File: src/rtl/uart_tx_buffered.sv
// Buffered 8N1 UART transmitter: a byte FIFO filled over valid/ready,
// drained by a serializer that sends frames back-to-back.
module uart_tx_buffered #(
    parameter int CLKS_PER_BIT = 26,
    parameter int FIFO_DEPTH   = 8
) (
    input  logic       clk,
    input  logic       reset_n,
    input  logic [7:0] tx_data,
    input  logic       tx_valid,
    output logic       tx_ready,
    output logic       uart_tx,
    output logic       tx_busy,
    output logic       fifo_empty
);
    localparam int PTR_W = $clog2(FIFO_DEPTH);
    localparam int CNT_W = (CLKS_PER_BIT > 1) ? $clog2(CLKS_PER_BIT) : 1;
    localparam logic [CNT_W-1:0] BAUD_LAST = CNT_W'(CLKS_PER_BIT - 1);
    localparam logic [PTR_W:0]   FULL_CNT  = (PTR_W + 1)'(FIFO_DEPTH);

    typedef enum logic [1:0] {IDLE, START, DATA, STOP} state_t;

    logic [7:0]       mem_q [FIFO_DEPTH];
    logic [PTR_W-1:0] wr_ptr_q, rd_ptr_q;
    logic [PTR_W:0]   count_q, count_d;
    state_t           state_q, state_d;
    logic [CNT_W-1:0] baud_q, baud_d;
    logic [2:0]       bit_q, bit_d;
    logic [7:0]       shift_q, shift_d;
    logic             tx_q, tx_d;
    logic             push, pop;

    // Storage carries no reset: stale entries are unreachable once pointers clear.
    assign push = tx_valid && tx_ready;

    always_ff @(posedge clk) begin
        if (push) mem_q[wr_ptr_q] <= tx_data;
    end

    always_ff @(posedge clk or negedge reset_n) begin
        if (!reset_n) begin
            wr_ptr_q <= '0;
            rd_ptr_q <= '0;
            count_q  <= '0;
        end else begin
            if (push) wr_ptr_q <= wr_ptr_q + 1'b1;
            if (pop)  rd_ptr_q <= rd_ptr_q + 1'b1;
            count_q <= count_d;
        end
    end

    always_comb begin
        count_d = count_q;
        case ({push, pop})
            2'b10:   count_d = count_q + 1'b1;
            2'b01:   count_d = count_q - 1'b1;
            default: count_d = count_q;
        endcase
    end

    always_ff @(posedge clk or negedge reset_n) begin
        if (!reset_n) begin
            state_q <= IDLE;
            baud_q  <= '0;
            bit_q   <= '0;
            shift_q <= '0;
            tx_q    <= 1'b1;
        end else begin
            state_q <= state_d;
            baud_q  <= baud_d;
            bit_q   <= bit_d;
            shift_q <= shift_d;
            tx_q    <= tx_d;
        end
    end

    // The line value for the next bit is registered on the edge that enters it.
    always_comb begin
        state_d = state_q;
        baud_d  = baud_q;
        bit_d   = bit_q;
        shift_d = shift_q;
        tx_d    = tx_q;
        pop     = 1'b0;
        case (state_q)
            IDLE: begin
                tx_d = 1'b1;
                if (!fifo_empty) begin
                    pop     = 1'b1;
                    shift_d = mem_q[rd_ptr_q];
                    tx_d    = 1'b0;
                    baud_d  = '0;
                    state_d = START;
                end
            end
            START: begin
                if (baud_q == BAUD_LAST) begin
                    baud_d  = '0;
                    bit_d   = '0;
                    tx_d    = shift_q[0];
                    state_d = DATA;
                end else begin
                    baud_d = baud_q + 1'b1;
                end
            end
            DATA: begin
                if (baud_q == BAUD_LAST) begin
                    baud_d = '0;
                    if (bit_q == 3'd7) begin
                        tx_d    = 1'b1;
                        state_d = STOP;
                    end else begin
                        bit_d   = bit_q + 1'b1;
                        shift_d = {1'b0, shift_q[7:1]};
                        tx_d    = shift_q[1];
                    end
                end else begin
                    baud_d = baud_q + 1'b1;
                end
            end
            STOP: begin
                if (baud_q == BAUD_LAST) begin
                    baud_d = '0;
                    if (!fifo_empty) begin
                        pop     = 1'b1;
                        shift_d = mem_q[rd_ptr_q];
                        tx_d    = 1'b0;
                        state_d = START;
                    end else begin
                        state_d = IDLE;
                    end
                end else begin
                    baud_d = baud_q + 1'b1;
                end
            end
            default: begin
                tx_d    = 1'b1;
                state_d = IDLE;
            end
        endcase
    end

    always_comb begin
        tx_ready   = (count_q != FULL_CNT);
        fifo_empty = (count_q == '0);
        tx_busy    = (state_q != IDLE);
        uart_tx    = tx_q;
    end
endmodule

File: config.mk
export PLATFORM = sky130hd
export DESIGN_NAME = uart_tx_buffered
export DESIGN_NICKNAME = d
export VERILOG_FILES = /design/src/rtl/uart_tx_buffered.sv
export SDC_FILE = /design/constraint.sdc
export NUM_CORES = 1
export LEC_CHECK = 0
export ABC_AREA = 1
export BUFFER_PORTS_ARGS = -buffer_cell sky130_fd_sc_hd__buf_2
export CORE_MARGIN = 10
export CORE_UTILIZATION = 29
export CTS_CLUSTER_SIZE = 20
export DETAILED_ROUTE_END_ITERATION = 8
export PLACE_DENSITY_LB_ADDON = 0.3
export SLEW_MARGIN = 0
export SYNTH_ARGS = -nofsm -noshare
export SYNTH_HDL_FRONTEND = slang
export SYNTH_SLANG_ARGS = --single-unit
File: constraint.sdc
create_clock -name clk -period 2.5 [get_ports clk]
set_clock_uncertainty 0.2 [all_clocks]
set_input_delay 0.5 -clock clk [delete_from_list [all_inputs] [get_ports clk]]
set_output_delay 0.5 -clock clk [all_outputs]
set_load 0.005 [all_outputs]
==> impl_metrics.csv <==
group,metric,value,unit
status,status,"complete, but fails checks",
status,violations,"hold timing",
sta,timing_hold_violations_final,15,
critical_path,crit-reg2reg-launch,"state_q[1]$_DFFE_PN0P_",
critical_path,cp-startpoint,"state_q[1]$_DFFE_PN0P_",
sta,postLayoutSetupSlackWorst,0.1147,ns
placed_design,numPortBuffers,14,
final_layout,final_util,34.01,%
final_layout,final_common_cell,"nand2_1",
critical_path,crit_arrival,2.40,ns
yosys,synth_seq_cells,93,
yosys,synth.distinct_cells,33,
sta,post-route-min-period,2.385,ns
global_routing,grt_pass1_vias,2803,
yosys,synth_warnings,0,
global_routing,antenna_found_initial,0,
critical_path,crit_type,"flip-flop to flip-flop",
yosys,synthesis.instances,401,
floorplan,die_h,140.9,µm
clock_network,h-tree-depth,3,
floorplan,die_w,140.9,µm
final_layout,n_fill_cell,1466,
floorplan,num_io_pins,15,
yosys,synth.cell_area,0.004237,mm²
route,avgRoutedWirePerCell,14.14,µm
global_routing,grt_max_degree,35,
route,drtAntennaViolNets,0,
sta,fmax,419.2,MHz
global_routing,grt_pass1_wl,14.36,mm
sta,min_period_over_period,95.41,%
clock_network,cts_root_buf,"clkbuf_16",
final_layout,area_growth,15.80,%
clock_network,clk_latency,0.34,ns
hold_path,hp-class,"primary input to asynchronous set/reset pin",
final_layout,layout-drive-gt1-share,13.66,%
final_layout,antenna_cells,0,
yosys,yosysSeqAreaShare,62.52,%
route,drc,0,
final_layout,final_area,0.004906,mm²
critical_path,endpoint_kind,"flip-flop",
final_layout,multiInputGateArea,0.001408,mm²
route,drt-initial-drc-count,140,
placed_design,place.gp.congestion,0.8046,
sta,max_slew_margin,38.99,%
critical_path,worst_ep_required_time,2.51,ns
clock_network,clkTransAtPathRegs,0.07,ns
placed_design,pre_cts_ws,-0.01595,ns
final_layout,seqCellArea,0.002649,mm²
route,vias_per_cell,4.539,
sta,setup_viol,0,
floorplan,rows,44,
placed_design,placed_area,0.004547,mm²
clock_network,clock_path_buffers,2,
pwr,ir_worst_vdd,494.2,µV
sta,worst_pin_slew,0.9117,ns
route,drt_first_pass_iters,4,
global_routing,grt.overflow.total,0,
floorplan,core_area,0.01442,mm²
job,drv_cap,0,
clock_network,cts_made_buffers,9,
route,num_vias,2796,
yosys,synth-async-reset-ratio,31.18,%
placed_design,hpwlAfterDp,5.704,mm
clock_network,cts_tree,"built",
yosys,avgSynthCellArea,10.56,µm²
yosys,syn-num-nets,425,
route,wl,8.711,mm
clock_network,clkSinkCount,93,
global_routing,grt_use_total,9.046,%
final_layout,finalNetCount,451,
critical_path,critPathMaxFanout,4,
pwr,p_leak,0.001991,µW
yosys,synth_edf_count,64,
sta,whs,-0.01553,ns
pwr,power_density,779.8,mW/mm²
floorplan,die_area,0.01984,mm²
floorplan,start_util,29.37,%
sta,drv_slew,0,
pwr,power.total,3826,µW
critical_path,start_kind,"flip-flop",
final_layout,layout_common_cells,"nand2_1, edfxtp_1, nor2_1, o21ai_0, inv_1",
yosys,ys.flop_type,"edfxtp_1",
-- cells in the mapped netlist, types with 2 or more instances --
cell / instances / area (µm²)
a21oi_1: 2 / 10.01
nand4_1: 6 / 37.54
inv_1: 36 / 135.1
o22ai_1: 2 / 12.51
nand3_1: 25 / 125.1
nand2_1: 74 / 277.8
o21ai_1: 2 / 10.01
xor2_1: 7 / 61.31
o211ai_1: 13 / 97.59
nor2_2: 3 / 18.77
xnor2_1: 2 / 17.52
o21ai_0: 41 / 205.2
inv_2: 2 / 7.510
dfrtp_1: 28 / 700.7
nor2_1: 56 / 210.2
ha_1: 13 / 162.7
buf_2: 10 / 50.05
edfxtp_1: 64 / 1922
-- area by class of cell --
type / instances / share of cell area (%)
sequential: 93 / 53.99
clock inverter: 6 / 1.556
clock buffer: 10 / 4.667
inverter: 39 / 2.984
tap: 184 / 4.693
multi-input combinational: 257 / 28.69
timing repair buffer: 27 / 3.417
-- layer usage --
metal | GRT usage [%] | part of all wire (%) | vias up
met5 | 0 | 0 | -
met4 | 2.500 | 1.1 | 0
met3 | 2.486 | 3.1 | 8
met2 | 14.95 | 47 | 30
met1 | 11.30 | 48 | 1355
li1 | - | - | 1403
-- cell families (layout without fill, tap and decap cells) --
logic type | Yosys count | count (layout) | synth area share (%)
simple gates | 172 | 172 | 18.13
buf+inv | 51 | 82 | 4.991
flops | 93 | 93 | 62.52
xor+xnor | 9 | 9 | 1.861
compound gates | 63 | 63 | 8.653
fa+ha+maj | 13 | 13 | 3.839
-- registers in the layout, indices dropped and copies added (netlist names) --
signal	cells
count_q	4
mem_q	64
shift_q	8
bit_q	3
baud_q	5
wr_ptr_q	3
rd_ptr_q	3
uart_tx	1
state_q	2
-- through the flow --
| stage | hold WS, ns | TNS (ns) | std cells |
|---|---|---|---|
| after floorplan | 0.004409 | 0 | 401 |
| after global placement | 0.2577 | 0 | 597 |
| after detailed placement | 0.2590 | -0.01595 | 597 |
| after CTS | 0.02566 | 0 | 615 |
| after global routing | 0.05613 | -0.02678 | 616 |
| final | -0.01553 | 0 | 616 |
-- timing repair --
action	4_1_cts	5_1_grt
resized for setup	0	6
setup buffers	2	1
setup endpoints to repair	1	2
hold buffers	0	0
pin swaps	1	1
-- where the power goes --
part	total, µW	switching [µW]	internal (µW)
combinational	478	323	155
sequential	1960	91.7	1860
clock	1390	596	795
total	3830	1010	2810
-- worst max-delay path, cell delays in order, from the launching register on --
cell and delay (ns):
dfrtp_1 0.40, inv_1 0.09, ha_2 0.32, inv_1 0.04, o211ai_1 0.14, nor2_4 0.08, ha_4 0.18, xor2_2 0.18
ha_1 0.21, a21oi_2 0.13, xor2_1 0.18, o21ai_0 0.10
-- final timing paths --
check	to	cells after the start	slack, ns
max	count_q[2]$_DFFE_PN0P_	11	0.11
max reg2reg	count_q[2]$_DFFE_PN0P_	11	0.11
min	baud_q[2]$_DFFE_PN0P_	1	-0.02
min reg2reg	uart_tx$_DFFE_PN1P_	2	0.27
max in group asynchronous	rd_ptr_q[2]$_DFFE_PN0P_	1	1.68
min in group clk	mem_q[3][3]$_DFFE_PP_	1	0.23
No activity file was read; power rests on OpenSTA's default activity.
